==> src/rtl/leg_ctrl_pkg.sv <==
// Shared definitions for the multicycle LEGv8 control unit: FSM states,
// instruction classes, ALUop codes and opcode match patterns.
package leg_ctrl_pkg;

    typedef enum logic [2:0] {
        S_IDLE,
        S_FETCH,
        S_DECODE,
        S_EXEC,
        S_MEM,
        S_WB,
        S_TRAP
    } state_t;

    // CLS_NONE is the reset value of the latched class; it never reaches EXEC.
    typedef enum logic [2:0] {
        CLS_NONE = 3'd0,
        CLS_LD   = 3'd1,
        CLS_ST   = 3'd2,
        CLS_RT   = 3'd3,
        CLS_IMM  = 3'd4,
        CLS_CB   = 3'd5,
        CLS_B    = 3'd6,
        CLS_ILL  = 3'd7
    } cls_t;

    localparam logic [1:0] ALUOP_ADD   = 2'b00;
    localparam logic [1:0] ALUOP_ZERO  = 2'b01;
    localparam logic [1:0] ALUOP_RTYPE = 2'b10;
    localparam logic [1:0] ALUOP_IMM   = 2'b11;

    localparam logic [10:0] OP_LDUR = 11'b11111000010;
    localparam logic [10:0] OP_STUR = 11'b11111000000;
    localparam logic [10:0] OP_ADD  = 11'b10001011000;
    localparam logic [10:0] OP_SUB  = 11'b11001011000;
    localparam logic [10:0] OP_AND  = 11'b10001010000;
    localparam logic [10:0] OP_ORR  = 11'b10101010000;

    // Partial patterns: only the fixed upper bits of each variable-length opcode.
    localparam logic [9:0] OP_ADDI_HI = 10'b1001000100;
    localparam logic [9:0] OP_SUBI_HI = 10'b1101000100;
    localparam logic [5:0] OP_B_HI    = 6'b000101;
    localparam logic [7:0] OP_CBZ_HI  = 8'b10110100;
    localparam logic [7:0] OP_CBNZ_HI = 8'b10110101;

endpackage

==> src/rtl/multicycle_control_unit_if.sv <==
// Bundle of run/opcode/handshake inputs and datapath control outputs between
// the multicycle control unit (master) and the datapath/memories (slave).
interface multicycle_control_unit_if #(
    parameter int RETIRE_W = 16
);
    logic                run;
    logic [10:0]         opcode_in;
    logic                imem_ready;
    logic                dmem_ready;
    logic                alu_zero;

    logic                imem_req;
    logic                ir_write;
    logic                pc_write;
    logic                pc_src;
    logic                reg2Loc;
    logic                ALUsrc;
    logic                memtoReg;
    logic                regWrite;
    logic                memRead;
    logic                memWrite;
    logic [1:0]          ALUop;
    logic                trap;
    logic [RETIRE_W-1:0] retired;

    modport master (
        input  run, opcode_in, imem_ready, dmem_ready, alu_zero,
        output imem_req, ir_write, pc_write, pc_src, reg2Loc, ALUsrc,
               memtoReg, regWrite, memRead, memWrite, ALUop, trap, retired
    );

    modport slave (
        output run, opcode_in, imem_ready, dmem_ready, alu_zero,
        input  imem_req, ir_write, pc_write, pc_src, reg2Loc, ALUsrc,
               memtoReg, regWrite, memRead, memWrite, ALUop, trap, retired
    );
endinterface

==> src/rtl/leg_opcode_classifier.sv <==
// Combinational LEGv8 opcode classifier: maps instruction bits [31:21] to an
// instruction class and extracts the CBNZ polarity bit.
module leg_opcode_classifier
    import leg_ctrl_pkg::*;
#(
    parameter int EN_IMM = 1
) (
    input  logic [10:0] i_opcode,
    output cls_t        o_cls,
    output logic        o_cbnz
);

    always_comb begin
        o_cls = CLS_ILL;
        if (i_opcode == OP_LDUR) begin
            o_cls = CLS_LD;
        end else if (i_opcode == OP_STUR) begin
            o_cls = CLS_ST;
        end else if (i_opcode == OP_ADD || i_opcode == OP_SUB ||
                     i_opcode == OP_AND || i_opcode == OP_ORR) begin
            o_cls = CLS_RT;
        end else if (i_opcode[10:1] == OP_ADDI_HI || i_opcode[10:1] == OP_SUBI_HI) begin
            o_cls = (EN_IMM != 0) ? CLS_IMM : CLS_ILL;
        end else if (i_opcode[10:5] == OP_B_HI) begin
            o_cls = CLS_B;
        end else if (i_opcode[10:3] == OP_CBZ_HI || i_opcode[10:3] == OP_CBNZ_HI) begin
            o_cls = CLS_CB;
        end
    end

    // CBZ and CBNZ differ only in this bit; 1 selects branch-on-nonzero.
    assign o_cbnz = i_opcode[3];

endmodule

==> src/rtl/multicycle_control_unit.sv <==
// Multicycle LEGv8 control FSM: fetch/decode/exec/mem/wb sequencing with
// handshake stalls, a sticky illegal-opcode trap and a retired-instruction count.
module multicycle_control_unit
    import leg_ctrl_pkg::*;
#(
    parameter int RETIRE_W = 16,
    parameter int EN_IMM   = 1
) (
    input  logic                      clk,
    input  logic                      rst_n,
    multicycle_control_unit_if.master bus
);

    state_t              r_state;
    state_t              w_next;
    cls_t                r_cls;
    logic                r_cbnz;
    logic [RETIRE_W-1:0] r_retired;

    cls_t       w_dec_cls;
    logic       w_dec_cbnz;
    logic       w_retire;
    logic       w_imem_req;
    logic       w_ir_write;
    logic       w_pc_write;
    logic       w_pc_src;
    logic       w_reg2loc;
    logic       w_alusrc;
    logic       w_memtoreg;
    logic       w_regwrite;
    logic       w_memread;
    logic       w_memwrite;
    logic [1:0] w_aluop;
    logic       w_trap;

    leg_opcode_classifier #(
        .EN_IMM (EN_IMM)
    ) u_classifier (
        .i_opcode (bus.opcode_in),
        .o_cls    (w_dec_cls),
        .o_cbnz   (w_dec_cbnz)
    );

    always_ff @(posedge clk or negedge rst_n) begin
        if (!rst_n) begin
            r_state <= S_IDLE;
        end else begin
            r_state <= w_next;
        end
    end

    // Class is captured in DECODE because opcode_in is only valid there.
    always_ff @(posedge clk or negedge rst_n) begin
        if (!rst_n) begin
            r_cls  <= CLS_NONE;
            r_cbnz <= 1'b0;
        end else if (r_state == S_DECODE) begin
            r_cls  <= w_dec_cls;
            r_cbnz <= w_dec_cbnz;
        end
    end

    always_ff @(posedge clk or negedge rst_n) begin
        if (!rst_n) begin
            r_retired <= '0;
        end else if (w_retire) begin
            r_retired <= r_retired + 1'b1;
        end
    end

    always_comb begin
        w_next     = r_state;
        w_retire   = 1'b0;
        w_imem_req = 1'b0;
        w_ir_write = 1'b0;
        w_pc_write = 1'b0;
        w_pc_src   = 1'b0;
        w_reg2loc  = 1'b0;
        w_alusrc   = 1'b0;
        w_memtoreg = 1'b0;
        w_regwrite = 1'b0;
        w_memread  = 1'b0;
        w_memwrite = 1'b0;
        w_aluop    = ALUOP_ADD;
        w_trap     = 1'b0;

        case (r_state)
            S_IDLE: begin
                if (bus.run) w_next = S_FETCH;
            end
            S_FETCH: begin
                w_imem_req = 1'b1;
                if (bus.imem_ready) begin
                    w_ir_write = 1'b1;
                    w_pc_write = 1'b1;
                    w_next     = S_DECODE;
                end
            end
            S_DECODE: begin
                w_reg2loc = (w_dec_cls == CLS_ST) || (w_dec_cls == CLS_CB);
                w_next    = (w_dec_cls == CLS_ILL) ? S_TRAP : S_EXEC;
            end
            S_EXEC: begin
                case (r_cls)
                    CLS_LD, CLS_ST: begin
                        w_aluop  = ALUOP_ADD;
                        w_alusrc = 1'b1;
                        w_next   = S_MEM;
                    end
                    CLS_RT: begin
                        w_aluop = ALUOP_RTYPE;
                        w_next  = S_WB;
                    end
                    CLS_IMM: begin
                        w_aluop  = ALUOP_IMM;
                        w_alusrc = 1'b1;
                        w_next   = S_WB;
                    end
                    CLS_CB: begin
                        w_aluop    = ALUOP_ZERO;
                        w_pc_write = bus.alu_zero ^ r_cbnz;
                        w_pc_src   = bus.alu_zero ^ r_cbnz;
                        w_retire   = 1'b1;
                        w_next     = bus.run ? S_FETCH : S_IDLE;
                    end
                    CLS_B: begin
                        w_aluop    = ALUOP_ZERO;
                        w_pc_write = 1'b1;
                        w_pc_src   = 1'b1;
                        w_retire   = 1'b1;
                        w_next     = bus.run ? S_FETCH : S_IDLE;
                    end
                    default: w_next = S_IDLE;
                endcase
            end
            S_MEM: begin
                w_memread  = (r_cls == CLS_LD);
                w_memwrite = (r_cls == CLS_ST);
                if (bus.dmem_ready) begin
                    if (r_cls == CLS_LD) begin
                        w_next = S_WB;
                    end else begin
                        w_retire = 1'b1;
                        w_next   = bus.run ? S_FETCH : S_IDLE;
                    end
                end
            end
            S_WB: begin
                w_regwrite = 1'b1;
                w_memtoreg = (r_cls == CLS_LD);
                w_retire   = 1'b1;
                w_next     = bus.run ? S_FETCH : S_IDLE;
            end
            S_TRAP: begin
                w_trap = 1'b1;
            end
            default: w_next = S_IDLE;
        endcase
    end

    assign bus.imem_req = w_imem_req;
    assign bus.ir_write = w_ir_write;
    assign bus.pc_write = w_pc_write;
    assign bus.pc_src   = w_pc_src;
    assign bus.reg2Loc  = w_reg2loc;
    assign bus.ALUsrc   = w_alusrc;
    assign bus.memtoReg = w_memtoreg;
    assign bus.regWrite = w_regwrite;
    assign bus.memRead  = w_memread;
    assign bus.memWrite = w_memwrite;
    assign bus.ALUop    = w_aluop;
    assign bus.trap     = w_trap;
    assign bus.retired  = r_retired;

endmodule

==> src/flat_wrapper.sv <==
// flat-port wrapper written by rule: the top's interface ports become plain ports
module multicycle_control_unit_flat import leg_ctrl_pkg::*;
#(
    parameter int RETIRE_W = 16,
    parameter int EN_IMM   = 1
)
  (clk, rst_n, bus_run, bus_opcode_in, bus_imem_ready, bus_dmem_ready, bus_alu_zero, bus_imem_req, bus_ir_write, bus_pc_write, bus_pc_src, bus_reg2Loc, bus_ALUsrc, bus_memtoReg, bus_regWrite, bus_memRead, bus_memWrite, bus_ALUop, bus_trap, bus_retired);
  multicycle_control_unit_if #(.RETIRE_W(RETIRE_W)) bus_i ();
  input  logic clk;
  input  logic rst_n;
  input wire logic [$bits(bus_i.run)-1:0] bus_run;
  input wire logic [$bits(bus_i.opcode_in)-1:0] bus_opcode_in;
  input wire logic [$bits(bus_i.imem_ready)-1:0] bus_imem_ready;
  input wire logic [$bits(bus_i.dmem_ready)-1:0] bus_dmem_ready;
  input wire logic [$bits(bus_i.alu_zero)-1:0] bus_alu_zero;
  output wire logic [$bits(bus_i.imem_req)-1:0] bus_imem_req;
  output wire logic [$bits(bus_i.ir_write)-1:0] bus_ir_write;
  output wire logic [$bits(bus_i.pc_write)-1:0] bus_pc_write;
  output wire logic [$bits(bus_i.pc_src)-1:0] bus_pc_src;
  output wire logic [$bits(bus_i.reg2Loc)-1:0] bus_reg2Loc;
  output wire logic [$bits(bus_i.ALUsrc)-1:0] bus_ALUsrc;
  output wire logic [$bits(bus_i.memtoReg)-1:0] bus_memtoReg;
  output wire logic [$bits(bus_i.regWrite)-1:0] bus_regWrite;
  output wire logic [$bits(bus_i.memRead)-1:0] bus_memRead;
  output wire logic [$bits(bus_i.memWrite)-1:0] bus_memWrite;
  output wire logic [$bits(bus_i.ALUop)-1:0] bus_ALUop;
  output wire logic [$bits(bus_i.trap)-1:0] bus_trap;
  output wire logic [$bits(bus_i.retired)-1:0] bus_retired;
  assign bus_i.run = bus_run;
  assign bus_i.opcode_in = bus_opcode_in;
  assign bus_i.imem_ready = bus_imem_ready;
  assign bus_i.dmem_ready = bus_dmem_ready;
  assign bus_i.alu_zero = bus_alu_zero;
  assign bus_imem_req = bus_i.imem_req;
  assign bus_ir_write = bus_i.ir_write;
  assign bus_pc_write = bus_i.pc_write;
  assign bus_pc_src = bus_i.pc_src;
  assign bus_reg2Loc = bus_i.reg2Loc;
  assign bus_ALUsrc = bus_i.ALUsrc;
  assign bus_memtoReg = bus_i.memtoReg;
  assign bus_regWrite = bus_i.regWrite;
  assign bus_memRead = bus_i.memRead;
  assign bus_memWrite = bus_i.memWrite;
  assign bus_ALUop = bus_i.ALUop;
  assign bus_trap = bus_i.trap;
  assign bus_retired = bus_i.retired;
  multicycle_control_unit #(.RETIRE_W(RETIRE_W), .EN_IMM(EN_IMM)) u_core (.clk(clk), .rst_n(rst_n), .bus(bus_i));
endmodule
==> config.mk <==
export PLATFORM = sky130hd
export DESIGN_NAME = multicycle_control_unit_flat
export DESIGN_NICKNAME = d
export VERILOG_FILES = /design/src/rtl/leg_ctrl_pkg.sv /design/src/rtl/multicycle_control_unit_if.sv /design/src/rtl/leg_opcode_classifier.sv /design/src/rtl/multicycle_control_unit.sv /design/src/flat_wrapper.sv
export SDC_FILE = /design/constraint.sdc
export NUM_CORES = 1
export LEC_CHECK = 0
export ABC_AREA = 1
export BUFFER_PORTS_ARGS = -buffer_cell sky130_fd_sc_hd__clkbuf_2
export CORE_MARGIN = 5
export CORE_UTILIZATION = 40
export CTS_BUF_LIST = sky130_fd_sc_hd__clkbuf_4 sky130_fd_sc_hd__clkbuf_8
export DETAILED_ROUTE_END_ITERATION = 16
export GPL_TIMING_DRIVEN = 0
export PLACE_DENSITY_LB_ADDON = 0.08
export SETUP_SLACK_MARGIN = 0.2
export SKIP_CTS_REPAIR_TIMING = 1
export SLEW_MARGIN = 40
export SYNTH_ARGS = -nofsm -noshare
export SYNTH_HDL_FRONTEND = slang
export SYNTH_SLANG_ARGS = --single-unit
==> constraint.sdc <==
create_clock -name clk -period 1.6 [get_ports clk]
set_input_delay 0.32 -clock clk [delete_from_list [all_inputs] [get_ports clk]]
set_output_delay 0.32 -clock clk [all_outputs]
set_load 0.01 [all_outputs]
==> results by group, run 1 <==
Critical path
  • Worst-path cell chain: inv_4 > nor3_4 > buf_6 > nand3_4 > o22ai_2 > buf_2
  • CP top delay family: flip-flops
  • CP Buf/Inv Count: 3
  • CP endpoint kind: output port
  • Worst Path Arrival: 1470 ps
  • Worst Path Max Fanout: 5
  • CP startpoint kind: flop
  • CP max stage delay: 460 ps
  • Crit path required time: 1280 ps
  • Critical path class: flop to output port
  • CP max stage cell: dfrtp_2

Cells and area
  • Final cell area excluding filler cells: 2160 µm²
  • Nets: approximately 300
  • Layout cells sized above 1: 36.9%
  • Multi-input gate area: 970 µm²
  • N_diodes: 0
  • FF/Latch Area: slightly below 600 µm²
  • Syn-to-layout area delta: 39.6%
  • Fill count: 367
  • Final design utilization: between 50% and 60%

Timing
  • Final setup viols: 18
  • Final Hold Violating Endpoints: 0
  • Period minus WS final: 1790 ps
  • Sum Neg Setup Slack: -1410 ps
  • Peak Freq: 559 MHz
  • Final Max Slew Viols: 0
  • Final WS setup: -189 ps
  • RSZ-0062 raised after global routing: true
  • Tightest Pin Transition: 594 ps
  • Worst Skew: 1.62 ps
  • Crit share post-route: 112%
  • Max-slew headroom: 60.4%
  • Worst Hold Slack: 41.9 ps

Route
  • Total Wirelength: approximately 3800 µm
  • Drt pass-1 iters: 4
  • Residual DRC: 0
  • Via density: 4.76
  • DR WL/cell: around 12 µm
  • Initial DRC count: 67
  • Post-route ant nets: 0
  • Vias: 1,558

Placement
  • Placed Area: 1850 µm²
  • Post-detail-place hpwl: around 2800 µm
  • RD Place Congestion: 0.773
  • Port bufs: 45
  • Dpl ws: -44.4 ps

GRT
  • Initial antenna violation count: 0
  • Global-route wire length before repair: 6360 µm
  • Vias in the first global route: between 1,000 and 1,500
  • Busiest grt layer: met2
  • Met2 usage: 25.6%
  • Met1 usage: a little under a fifth
  • Overflow left after global routing: 0
  • Grt met3 use: 3.74%
  • Largest net degree at the start of global routing: 24
  • Global Route Usage Sum: between 10% and 20%

Synthesis
  • Mapped Cells: between 200 and 250
  • Unique masters post-synth: 30
  • Syn. warnings: 0
  • Syn_nets: between 200 and 250
  • Post-synth ARST share: 100%
  • Mapped Avg Cell Area: 7.14 µm²
  • Number of flops mapped to enable cells by yosys: 0
  • Yosys top cell by area: dfrtp_1
  • Most common cell in the netlist: nand2_1
  • Most area-consuming cells after synthesis: dfrtp_1 (37%), nand2_1 (12%), inv_1 (8.7%)
  • Cell Area, Synth: approximately 1500 µm²
  • Sequential share of the synthesized area: around 37%
  • Synth Flop Type: dfrtp_1
  • Synth top area share: 37.2%
  • Top cells by instance count after synthesis: nand2_1 (49), inv_1 (36), nor2_1 (30), dfrtp_1 (23), nand3_1 (19)
  • Register bit count reported by yosys: 23

Status
  • Status: complete, but fails checks
  • Failing checks: setup timing

Floorplanning
  • Die Area: roughly 5200 µm²
  • Die X: 72.2 µm
  • Row cnt: 22
  • Starting Density: 41.7%
  • Die H: 72.2 µm
  • Core area: around 3700 µm²
  • Ports: 46

Clock tree
  • Skew-Pair Late Insertion Delay: 260 ps
  • Clock Path Buffers: 2
  • CTS tree: yes
  • Total CTS buffers: 3
  • Sink Count: 23
  • Clock-pin slew on the worst setup and hold paths: 80 ps
  • Clock root buffer master: clkbuf_8
  • H-Tree Depth: 1

Job
  • Max Cap Viol: 0

Hold path
  • Hold Path Class: input port to asynchronous set/reset pin

Power
  • P per Cell Area: 1370 nW/µm²
  • Leak Pwr: between 0.001 and 0.0015 µW
  • VDD IR max: 796 µV
==> flip-flops by register name (all words and copies together), names as in the netlist <==
name / flops
u_core.bus.retired: 16
u_core.r_cls: 3
u_core.r_state: 3
u_core.r_cbnz: 1
==> layout make-up <==
type / instances / share of cell area (%)
clock inverter: 1 / 0.231
inverter: 37 / 6.66
tap: 48 / 2.78
multi-input combinational: 157 / 44.8
clock buffer: 3 / 1.91
timing repair buffer: 58 / 16.7
sequential: 23 / 26.9
==> stage by stage <==
stage          power [µW]  instances
3_5_place_dp         2160        310
2_1_floorplan        1800        217
5_1_grt              3250        327
3_3_place_gp         2150        310
6_report             2970        327
4_1_cts              2540        314
==> worst reg2reg max path, cell delays in order, from the launching register on <==
cell and delay (ps):
dfrtp_2 460, inv_4 60, nor3_4 180, buf_6 140
nand3_4 120, nand3_4 150, nand2_4 100, nor2_8 180
buf_6 120, xor2_1 130
==> logic make-up after synthesis <==
family,Yosys count,synth area share (%)
buffers and inverters,37,8.97
XOR/XNOR,13,7.35
multiplexers,1,0.727
AND/OR/NAND/NOR,126,39.3
flip-flops,23,37.2
AO/OA/AOI/OAI,16,5.66
adder cells (fa/ha/maj),1,0.808
==> metal layers <==
| metal | part of all wire, % | up-vias |
|---|---|---|
| met2 | 50 | 30 |
| met5 | 0 | - |
| met1 | 44 | 711 |
| met4 | 0.34 | 0 |
| met3 | 4.8 | 2 |
| li1 | - | 815 |
==> worst paths after layout <==
| path | from | end | slack, ps | cells past startpoint |
|---|---|---|---|---|
| worst max-delay path | u_core.r_state[0] | bus_pc_write | -190 | 6 |
| worst min-delay path | rst_n | u_core.bus.retired[4] | 40 | 1 |
| worst max register to register | u_core.r_state[0] | u_core.bus.retired[8] | -100 | 9 |
| worst min register to register | u_core.r_cbnz | u_core.r_cbnz | 510 | 2 |
| max in group asynchronous | rst_n | u_core.r_state[1] | 1130 | 1 |
| min in group clk | bus_imem_ready | u_core.r_state[0] | 310 | 4 |
==> cells in the final DEF, fill, tap and decap left out, types with 2 or more instances in the layout <==
cell      synthesis  layout
nand4_1           5       5
buf_6             0       9
nor3_2            1       2
buf_4             0       6
nand3_1          19      15
xnor2_1           3       3
nand2_1          49      46
inv_1            36      33
buf_2             0       3
nand2_4           1       3
nor3_1            9       6
dfrtp_2           0       4
nand3_4           1       3
inv_2             1       2
nand2_2           2       3
o21ai_0           8       8
nand3_2           2       4
clkbuf_8          0       3
a21oi_1           4       2
nor3_4            1       3
a21oi_2           0       2
clkbuf_2          0      40
nor2_4            0       3
nor2_1           30      23
xor2_1           10      10
nor2_2            1       5
inv_4             0       2
dfrtp_1          23      19
==> report_power, final <==
| group | internal [µW] | switching [µW] |
|---|---|---|
| logic | 698 | 917 |
| clock network | 174 | 192 |
| registers | 765 | 225 |
(Power assumes the default switching activity.)
==> inputs of run 2 (changes only) <==
CAP_MARGIN = 20   (was not set)
CORE_MARGIN = 2   (was 5)
==> results by group, run 2 (synthesis results as in run 1) <==
Route
  • Residual DRC: 0 (unchanged)
  • Initial DRC count: 59 (-12%)
  • DR WL/cell: 11.7 µm (+0.44%)
  • Vias: 1,589 (+2.0%)
  • Drt pass-1 iters: 4 (unchanged)
  • Post-route ant nets: 0 (unchanged)
  • Via density: 4.79 (+0.45%)
  • Total Wirelength: 3880 µm (+2.0%)

Floorplanning
  • Row cnt: 22 (unchanged)
  • Core area: 3690 µm² (-0.74%)
  • Die H: 66.2 µm (-8.3%)
  • Die Area: 4390 µm² (-16%)
  • Die X: 66.2 µm (-8.3%)
  • Starting Density: 42.0% (+0.31 points)
  • Ports: 46 (unchanged)

GRT
  • Largest net degree at the start of global routing: 24 (unchanged)
  • Global Route Usage Sum: 16.0% (+1.2 points)
  • Global-route wire length before repair: 5510 µm (-13%)
  • Overflow left after global routing: 0 (unchanged)
  • Vias in the first global route: 1,337 (-8.6%)
  • Initial antenna violation count: 0 (unchanged)

Power
  • P per Cell Area: 1420 nW/µm² (+3.2%)
  • Switching power: 1410 µW (+5.7%)
  • Leak Pwr: 0.00125 µW (+1.5%)
  • Clk pwr share: 12.3% (about the same)
  • Sequential Power Share: 32.4% (-0.9 points)
  • Combinational power share: 55.3% (+0.9 points)
  • VDD IR max: 815 µV (+2.5%)
  • Sw Share: 45.5% (+0.61 points)
  • Tot Pwr: 3100 µW (+4.3%)
  • Internal: 1690 µW (+3.1%)

Timing
  • Worst Skew: 3.21 ps (+1.59 ps)
  • Max-slew headroom: 59.9% (-0.52 points)
  • Final WS setup: -169 ps (+19.8 ps)
  • Crit share post-route: 111% (-1.2 points)
  • Final Hold Violating Endpoints: 0 (unchanged)
  • Sum Neg Setup Slack: -1450 ps (-47.5 ps)
  • RSZ-0062 raised after global routing: true
  • Tightest Pin Transition: 597 ps (+3.21 ps)
  • Final Max Slew Viols: 0 (unchanged)
  • Period minus WS final: 1770 ps (-19.8 ps)
  • Peak Freq: 565 MHz (+1.1%)
  • Final setup viols: 18 (unchanged)

Status
  • Status: complete, but fails checks
  • Failing checks: setup timing

Critical path
  • RR Startpoint: u_core.r_state[2]
  • Worst reg-to-reg path cell count: 9 (unchanged)
  • FF-to-FF setup slack: -120 ps (-20 ps)
  • Worst Setup SP: u_core.r_state[2]
  • Crit path required time: 1280 ps (about the same)
  • Worst Path Arrival: 1450 ps (-20 ps)
  • Critical path class: flop to output port
  • CP startpoint kind: flop
  • Worst Path Max Fanout: 5 (unchanged)
  • CP endpoint kind: output port
  • R2R Path End: u_core.bus.retired[14]

Cells and area
  • Layout cells sized above 1: 39.1% (+2.2 points)
  • Fill count: 360 (-1.9%)
  • Syn-to-layout area delta: 41.0%
  • Most frequent cells in the layout: nand2_1 (45), clkbuf_2 (32), inv_1 (28)
  • Commonest non-fill, non-tap cell in the layout: nand2_1
  • Final design utilization: 59.2% (+1.0 points)
  • Nets: 303 (+1.7%)
  • Max FFs per register: 16 (unchanged)
  • N_diodes: 0 (unchanged)

Clock tree
  • Total CTS buffers: 3 (unchanged)
  • H-Tree Depth: 1 (unchanged)
  • Sink Count: 23 (unchanged)
  • CTS tree: yes
  • Skew-Pair Late Insertion Delay: 270 ps (about the same)
  • Clock-pin slew on the worst setup and hold paths: 90 ps (about the same)
  • Clock Path Buffers: 2 (unchanged)
  • Clock root buffer master: clkbuf_8

Placement
  • Post-detail-place hpwl: 2600 µm (-5.6%)
  • Port bufs: 45 (unchanged)
  • RD Place Congestion: 0.812 (+5.1%)

Hold path
  • Hold Path Class: input port to asynchronous set/reset pin

Job
  • Max Cap Viol: 0 (unchanged)
-- run 2: critical path: stages, from the launching register on --
cell     delay (ps)
dfrtp_2         470
nor3_4          290
nand3_2         150
o22ai_1         130
buf_2           150
-- run 2: layout make-up --
type	instances	area (µm²)	share of cell area [%]
sequential	23	582	26.6
tap	48	60.1	2.75
inverter	37	146	6.70
multi-input combinational	158	970	44.4
clock buffer	3	41.3	1.89
timing repair buffer	62	379	17.4
clock inverter	1	5.00	0.229
-- run 2: worst max-delay path by stage --
stage	to	slack, ps	cells past startpoint
after floorplan	u_core.bus.retired[14]	150	9
after global placement	u_core.bus.retired[14]	-50	9
after detailed placement	u_core.bus.retired[14]	-50	9
after CTS	bus_reg2Loc	-310	4
after global routing	bus_pc_write	-230	5
final	bus_pc_write	-170	4
-- run 2: power groups by stage --
| stage | clock network, µW | logic [µW] | registers [µW] |
|---|---|---|---|
| final | 380 | 1710 | 1000 |
| after global routing | 411 | 1890 | 1030 |
| after CTS | 392 | 1180 | 964 |
| after detailed placement | 0 | 1180 | 976 |
| after global placement | 0 | 1170 | 972 |
| after floorplan | 0 | 818 | 977 |
-- run 2: layer usage --
| layer | up-vias | track usage (%) | part of all wire [%] |
|---|---|---|---|
| li1 | 821 | - | - |
| met1 | 725 | 20.1 | 44 |
| met2 | 37 | 27.4 | 51 |
| met3 | 6 | 3.58 | 3.6 |
| met4 | 0 | 4.59 | 1.4 |
| met5 | - | 0 | 0 |
-- run 2: stage by stage --
step                      hold WS (ps)  cells  area, µm²  setup slack (ps)
after floorplan                   24.4    217       1560               154
after global placement             353    310       1850             -48.3
after detailed placement           350    310       1850             -52.3
after CTS                         46.7    314       1900              -308
after global routing              79.7    332       2180              -231
final                             24.0    332       2180              -169
